File: src/rtl/hdmi_frame_pkg.sv
// Shared definitions for the HDMI frame-buffer read and write request generators.
// Holds the buffer index width, the request FSM encoding and the default ack timeout.
package hdmi_frame_pkg;

  localparam int IDX_W = 2;

  typedef logic [IDX_W-1:0] buf_idx_t;

  typedef enum logic [1:0] {
    ST_IDLE    = 2'd0,
    ST_REQ     = 2'd1,
    ST_READING = 2'd2
  } frm_state_e;

  localparam logic [15:0] ACK_TIMEOUT_DEF = 16'd4096;

endpackage

File: src/rtl/vsync_edge_det.sv
// Rising-edge detector for an already-synchronous vsync level.
// rise is high for one cycle, the cycle after the edge that first samples vsync=1.
module vsync_edge_det (
  input  logic pclk,
  input  logic rst,
  input  logic vsync,
  output logic rise
);

  logic vs_d0_q, vs_d0_d;
  logic vs_d1_q, vs_d1_d;

  always_comb begin
    vs_d0_d = vsync;
    vs_d1_d = vs_d0_q;
  end

  always_ff @(posedge pclk) begin
    if (rst) begin
      vs_d0_q <= 1'b0;
      vs_d1_q <= 1'b0;
    end else begin
      vs_d0_q <= vs_d0_d;
      vs_d1_q <= vs_d1_d;
    end
  end

  assign rise = vs_d0_q & ~vs_d1_q;

endmodule

File: src/rtl/hdmi_read_req_gen.sv
// Issues one frame-read request per display vsync, choosing the most recently completed buffer.
// read_req rises 2 cycles after vsync and is held until read_req_ack or the ack timeout.
module hdmi_read_req_gen
  import hdmi_frame_pkg::*;
#(
  parameter logic [15:0] ACK_TIMEOUT = ACK_TIMEOUT_DEF
) (
  input  logic             pclk,
  input  logic             rst,
  input  logic             vout_vsync,
  input  logic [IDX_W-1:0] wr_index,
  input  logic             wr_frame_done,
  output logic             read_req,
  output logic [IDX_W-1:0] read_addr_index,
  input  logic             read_req_ack,
  input  logic             read_done,
  output logic             frame_repeat,
  output logic             frame_skip,
  output logic             req_timeout,
  output logic             busy
);

  logic       vs_rise;

  frm_state_e state_q, state_d;
  logic [15:0] cnt_q, cnt_d;
  buf_idx_t   addr_q, addr_d;
  buf_idx_t   last_done_q, last_done_d;
  buf_idx_t   prev_issued_q, prev_issued_d;
  logic       issued_q, issued_d;
  logic       frame_valid_q, frame_valid_d;
  logic       frame_repeat_q, frame_repeat_d;
  logic       frame_skip_q, frame_skip_d;
  logic       req_timeout_q, req_timeout_d;
  buf_idx_t   sel_idx;
  logic       have_frame;

  vsync_edge_det u_vs_edge (
    .pclk  (pclk),
    .rst   (rst),
    .vsync (vout_vsync),
    .rise  (vs_rise)
  );

  // A frame completing in the same cycle as the edge is issued directly.
  assign sel_idx    = wr_frame_done ? wr_index : last_done_q;
  assign have_frame = frame_valid_q | wr_frame_done;

  always_comb begin
    state_d        = state_q;
    cnt_d          = cnt_q;
    addr_d         = addr_q;
    last_done_d    = last_done_q;
    prev_issued_d  = prev_issued_q;
    issued_d       = issued_q;
    frame_valid_d  = frame_valid_q;
    frame_repeat_d = 1'b0;
    frame_skip_d   = 1'b0;
    req_timeout_d  = 1'b0;

    if (wr_frame_done) begin
      last_done_d   = wr_index;
      frame_valid_d = 1'b1;
    end

    case (state_q)
      ST_IDLE: begin
        if (vs_rise && have_frame) begin
          state_d        = ST_REQ;
          cnt_d          = 16'd0;
          addr_d         = sel_idx;
          frame_repeat_d = issued_q && (sel_idx == prev_issued_q);
          prev_issued_d  = sel_idx;
          issued_d       = 1'b1;
        end
      end
      ST_REQ: begin
        frame_skip_d = vs_rise;
        // Ack wins over a timeout landing in the same cycle.
        if (read_req_ack) begin
          state_d = ST_READING;
        end else if (cnt_q == ACK_TIMEOUT - 16'd1) begin
          state_d       = ST_IDLE;
          req_timeout_d = 1'b1;
        end else begin
          cnt_d = cnt_q + 16'd1;
        end
      end
      ST_READING: begin
        frame_skip_d = vs_rise;
        if (read_done) begin
          state_d = ST_IDLE;
        end
      end
      default: begin
        state_d = ST_IDLE;
      end
    endcase
  end

  always_ff @(posedge pclk) begin
    if (rst) begin
      state_q        <= ST_IDLE;
      cnt_q          <= 16'd0;
      addr_q         <= '0;
      last_done_q    <= '0;
      prev_issued_q  <= '0;
      issued_q       <= 1'b0;
      frame_valid_q  <= 1'b0;
      frame_repeat_q <= 1'b0;
      frame_skip_q   <= 1'b0;
      req_timeout_q  <= 1'b0;
    end else begin
      state_q        <= state_d;
      cnt_q          <= cnt_d;
      addr_q         <= addr_d;
      last_done_q    <= last_done_d;
      prev_issued_q  <= prev_issued_d;
      issued_q       <= issued_d;
      frame_valid_q  <= frame_valid_d;
      frame_repeat_q <= frame_repeat_d;
      frame_skip_q   <= frame_skip_d;
      req_timeout_q  <= req_timeout_d;
    end
  end

  assign read_req        = (state_q == ST_REQ);
  assign busy            = (state_q == ST_REQ) || (state_q == ST_READING);
  assign read_addr_index = addr_q;
  assign frame_repeat    = frame_repeat_q;
  assign frame_skip      = frame_skip_q;
  assign req_timeout     = req_timeout_q;

endmodule

File: config.mk
export PLATFORM = sky130hd
export DESIGN_NAME = hdmi_read_req_gen
export DESIGN_NICKNAME = d
export VERILOG_FILES = /design/src/rtl/hdmi_frame_pkg.sv /design/src/rtl/vsync_edge_det.sv /design/src/rtl/hdmi_read_req_gen.sv
export SDC_FILE = /design/constraint.sdc
export NUM_CORES = 1
export LEC_CHECK = 0
export CAP_MARGIN = 5
export CORE_UTILIZATION = 55
export CTS_CLUSTER_SIZE = 16
export DETAILED_ROUTE_END_ITERATION = 8
export PLACE_DENSITY = 0.75
export SLEW_MARGIN = 20
export SYNTH_ARGS = -nofsm -noshare
export SYNTH_HDL_FRONTEND = slang
export SYNTH_SLANG_ARGS = --single-unit
File: constraint.sdc
create_clock -name pclk -period 2.2 [get_ports pclk]
set_clock_uncertainty 0.05 [all_clocks]
set_input_delay 0.44 -clock pclk [delete_from_list [all_inputs] [get_ports pclk]]
set_output_delay 0.44 -clock pclk [all_outputs]
set_load 0.01 [all_outputs]
Word level (Yosys, flattened, before mapping)
Cells that the tools add are included.
{ "totals": {"reg_bits": 29, "input_bits": 8, "out_inout_bits": 7, "wordCells": 51} }
{ "classes": {"addsub": 1, "eq_ne": 9, "mux": 11, "bitwise_logic": 7, "n_reduce_logical": 12} }
{ "op_table": {"columns": ["op", "count"], "rows": [
  ["$mux W16", 3],
  ["$pmux W16 S2", 1],
  ["$add A16 B1 Y16 const B", 1],
  ["$eq A16 B12 Y1 const B", 1],
  ["$mux W2", 5],
  ["$ne A2 B2 Y1 const B", 4],
  ["$pmux W2 S3", 1],
  ["$reduce_or A3 Y1", 2],
  ["$not A1 Y1", 5],
  ["$reduce_and A4 Y1", 1],
  ["$reduce_or A2 Y1", 2],
  ["$ne A3 B1 Y1 const B", 1],
  ["$reduce_and A3 Y1", 1],
  ["$eq A2 B1 Y1 const B", 1],
  ["$eq A2 B2 Y1", 1],
  ["$eq A2 B2 Y1 const B", 1],
  ["$logic_and A1 B1 Y1", 2],
  ["$logic_not A2 Y1", 1],
  ["$reduce_and A2 Y1", 1],
  ["$reduce_bool A2 Y1", 1],
  ["$and A1 B1 Y1", 1],
  ["$logic_or A1 B1 Y1", 1],
  ["$mux W1", 1],
  ["$or A1 B1 Y1", 1]
]} }

Logic depth before layout (Yosys ltp)
{ "depth": {"depth_word": 5, "depth_mapped": 8, "depth_no_buf": 7} }

Cells and area by module
A second synthesis with hierarchy kept.
{ "hier_totals": {"hier_cells": 182, "area_unflattened_um2": 1550.2} }
{ "modules_own_cells": {"columns": ["module", "n_inst", "cells_each", "area_each_um2", "seq_area_each_um2"], "rows": [
  ["hdmi_read_req_gen", 1, 177, 1488.9, 540.5],
  ["vsync_edge_det", 1, 5, 61.3, 40.0]
]} }

Worst setup path after synthesis
No wires, ideal clock.
{ "synth_timing": {"path_type": "reg-to-reg", "from": "reg state_q[1]", "to": "reg cnt_q[10]", "setup_time_ns": 0.062, "arrival_ns": 1.891, "t_required_ns": 2.088, "slack_ns": 0.198, "stages_incl_launch_ff": 9, "n_path_buf": 1, "period_less_slack_ns": 2.002, "path_cell_list": "dfxtp_1 -> inv_1 -> ha_1 -> buf_2 -> inv_1 -> nor2_2 -> nand4_1 -> or3_1 -> nand3_1"} }
{ "synth_between": {"elab_chain_len": 3, "elab_cells_between_ends": 8, "cone_classes": "4 x eq/ne; 1 x mux; 3 x reduce/logical"} }
{ "synth_lines": {"columns": ["element", "line", "rtl"], "rows": [
  ["from (decl)", "hdmi_read_req_gen.sv:25", "frm_state_e state_q, state_d;"],
  ["from (signal assigned)", "hdmi_read_req_gen.sv:114", "state_q <= state_d;"],
  ["$eq A2 B1 Y1 (*)", null, null],
  ["net read_req", "hdmi_read_req_gen.sv:13", "output logic read_req,"],
  ["$ne A2 B2 Y1 (no line) / $reduce_bool A2 Y1 (equally long branches)", null, null],
  ["$reduce_and A4 Y1 (no line)", null, null],
  ["to (signal assigned)", "hdmi_read_req_gen.sv:115", "cnt_q <= cnt_d;"],
  ["to (decl)", "hdmi_read_req_gen.sv:26", "logic [15:0] cnt_q, cnt_d;"]
]} }
The timed path passes the listed nets; every way through them passes the cells marked *.
A chain may end at the register's enable or synchronous reset.

Worst setup path in the final report
{ "layout_timing": {"from": "reg state_q[1]", "to": "out busy"} }
{ "layout_between": {"elab_chain_len": 2, "elab_cells_between_ends": 3, "cone_classes": "2 x eq/ne; 1 x reduce/logical"} }
{ "layout_lines": {"columns": ["element", "line", "rtl"], "rows": [
  ["$eq A2 B1 Y1 / $eq A2 B2 Y1 (equally long branches)", "hdmi_read_req_gen.sv:128", "assign busy = (state_q == ST_REQ) || (state_q == ST_READING);"],
  ["$logic_or A1 B1 Y1 (*)", "hdmi_read_req_gen.sv:128", null],
  ["to (decl)", "hdmi_read_req_gen.sv:20", "output logic busy"]
]} }
Mark *: on every way between the ends. The rest lies on a longest branch, timed or not.

==> results.cfg <==
[synthesis]
synth.avg_cell_area_sq_um = 8.49
yosysWarningCount = 0
syn_inst = 168
async_reset_ff_share_pct = 0
synth-edff-count = 0
yosys.area.top_type = dfxtp_1
synth_commonest_cells = 29 x dfxtp_1, 17 x nor2_1, 12 x nand3_1
syn-cell-area_sq_um = 1430
synth_nets = 181
synth.area.top_cells = dfxtp_1 41%, nor2_1 4.5%, ha_1 4.4%
synth_top_area_share_pct = 40.7
synth-main-ff-cell = dfxtp_1
yosysMostFrequentCell = dfxtp_1
synth.distinct_cells = 38
ys_ff_latch = 29
synth.yosys.seq_area_share_pct = 40.7

[power_and_ir_drop]
p_leak_nw = 0.668
power_density_nw_per_um2 = 861
peakVddDrop_mv = 0.735

[die]
rows = 18
fp.dieH_microns = 52.9
pin_count = 15
initial_core_util_pct = 58.1
die_w_microns = 52.9
core_area_sq_um = 2450
die-area_sq_um = 2800

[place]
dp.cells = 213
port_buffers = 14
gp_congestion = 0.876
dp.final_hpwl_microns = 2310

[sta]
max_slew_margin_pct = 74.3
worst_slew_pin_slew_ns = 0.382
rsz0062_at_grt = no
setup_viol = 0
fin_crit_sh_pct = 96.3
fin_crit_ns = 2.12
setup_tns_ns = 0
clock.fmax_mhz = 472
slew_violations = 0
hold_viol = 0

[drt]
ant_nets = 0
drc_errors = 0
drt_wl_total_microns = 3330
wl_per_cell_microns = 15.0
dr_total_vias = 1318
dr.pass1.iters = 4
drt-initial-drc-count = 19
via_per_inst = 5.96

[layout]
post_route_cells_drive_above_1_share_pct = 10.5
multi_input_area_sq_um = 800
n_antenna_cell = 0
seqCellArea_sq_um = 581
final_cells = 221
layout.nets = 203
area_growth_pct = 20.1
fillers = 192

[setup_path]
start_kind = flip-flop
r2r_cells = 5
path_cells = inv_1 > ha_1 > clkdlybuf4s50_1
endpoint_kind = primary output
cp.arrival_ns = 1.63
crit_type = reg -> out
critPathMaxStageDelay_ns = 0.53
worstPathMaxFanout = 4
cp.required_ns = 1.71
slowest_stage = clkdlybuf4s50_1

[clock_network]
root_buffer = clkbuf_4
clockBufferDepth = 2
cts_tree = done
numCtsBuffers = 5
cts.hold.buffers_added = 0
cts_max_level = 2
clk_pin_slew_worst_paths_ns = 0.11
postCtsSetupBuffers = 0
numClockSinks = 29
cts_resized = 0
insertion_delay_ns = 0.34

[global_routing]
grt_pass1_wl_microns = 5260
grt_overflow = 0
grt_pass1_vias = 1188
antenna_found_initial = 0
grt_max_degree = 19
grt_usage_pct = 27.0

[min_path]
min_path_cells = 2
hp-class = reg -> reg

[job]
maxCapViolations = 0

[status]
status = completed
==> final timing paths <==
check,start,end,slack (ns)
setup / recovery,state_q[1],busy,0.08
hold / removal,issued_q,frame_repeat,0.41
setup reg to reg,cnt_q[12],cnt_q[14],0.18
hold reg to reg,issued_q,frame_repeat,0.41
==> area by class of cell <==
type,count,area share (%)
Tap cell,30,2.19
Sequential cell,29,33.9
Clock buffer,5,2.19
Clock inverter,3,2.70
Inverter,7,1.53
Timing Repair Buffer,20,10.8
Multi-Input combinational cell,127,46.7
==> state kept, by name (all words and copies together) (netlist names) <==
signal             cells
frame_repeat           1
req_timeout            1
frame_valid_q          1
u_vs_edge.vs_d1_q      1
cnt_q                 16
last_done_q            2
issued_q               1
frame_skip             1
u_vs_edge.vs_d0_q      1
prev_issued_q          2
state_q                2
==> cell families after synthesis <==
logic type               synth area share (%)
buffers and inverters                    3.24
multiplexers                             2.81
flip-flops                               40.7
adder cells (fa/ha/maj)                  4.39
AND/OR/NAND/NOR                          28.9
XOR/XNOR                                 1.23
AO/OA/AOI/OAI                            18.7
==> cell usage in the layout, fill, tap and decap left out, drive strengths merged, types with 2 or more instances in the layout <==
cell,synthesis,routed
a211oi,2,2
a21oi,10,10
a31oi,6,6
and2,3,3
and3,6,6
and4,4,4
buf,1,6
clkbuf,4,5
clkdlybuf4s50,0,14
clkinv,1,2
dfxtp,29,29
ha,5,5
inv,6,6
mux2i,4,4
nand2,11,11
nand2b,2,2
nand3,12,12
nand4,5,5
nor2,18,18
nor2b,2,2
nor3,2,2
o21ai,15,15
o31ai,5,5
or3,5,5
xnor2,2,2
==> metrics by stage <==
| stage | cell area (sq um) | hold WS [ns] | total power, mW | setup WS (ns) | util (%) |
|---|---|---|---|---|---|
| finish | 1710 | 0.407 | 1.47 | 0.0807 | 69.8 |
| global placement | 1630 | 0.395 | 1.02 | 0.0931 | 66.4 |
| CTS | 1710 | 0.413 | 1.48 | 0.0754 | 69.8 |
| detailed placement | 1630 | 0.397 | 1.03 | 0.0666 | 66.4 |
| floorplan | 1430 | 0.377 | 0.867 | 0.198 | - |
| global route | 1710 | 0.454 | 1.55 | 0.0179 | 69.8 |
==> power by group <==
part	leakage (nW)	internal (mW)	switching [mW]
combinational	0.391	0.192	0.259
clock	0.0414	0.240	0.213
sequential	0.235	0.552	0.0182
total	0.668	0.985	0.490
==> per-layer routing <==
metal  GRT usage, %  part of all wire (%)  vias up
met2           46.6                    49       30
li1               -                     -      666
met4           11.4                   2.1        0
met3           8.91                   3.8        8
met5              0                     0        -
met1           30.1                    45      614
==> worst max-delay path, delay by kind of cell (launching register included) <==
| kind | cells | cell delay, ns |
|---|---|---|
| fa+ha+maj | 1 | 0.29 |
| flops | 1 | 0.37 |
| buf+inv | 2 | 0.63 |
No activity file was read; power rests on OpenSTA's default activity.
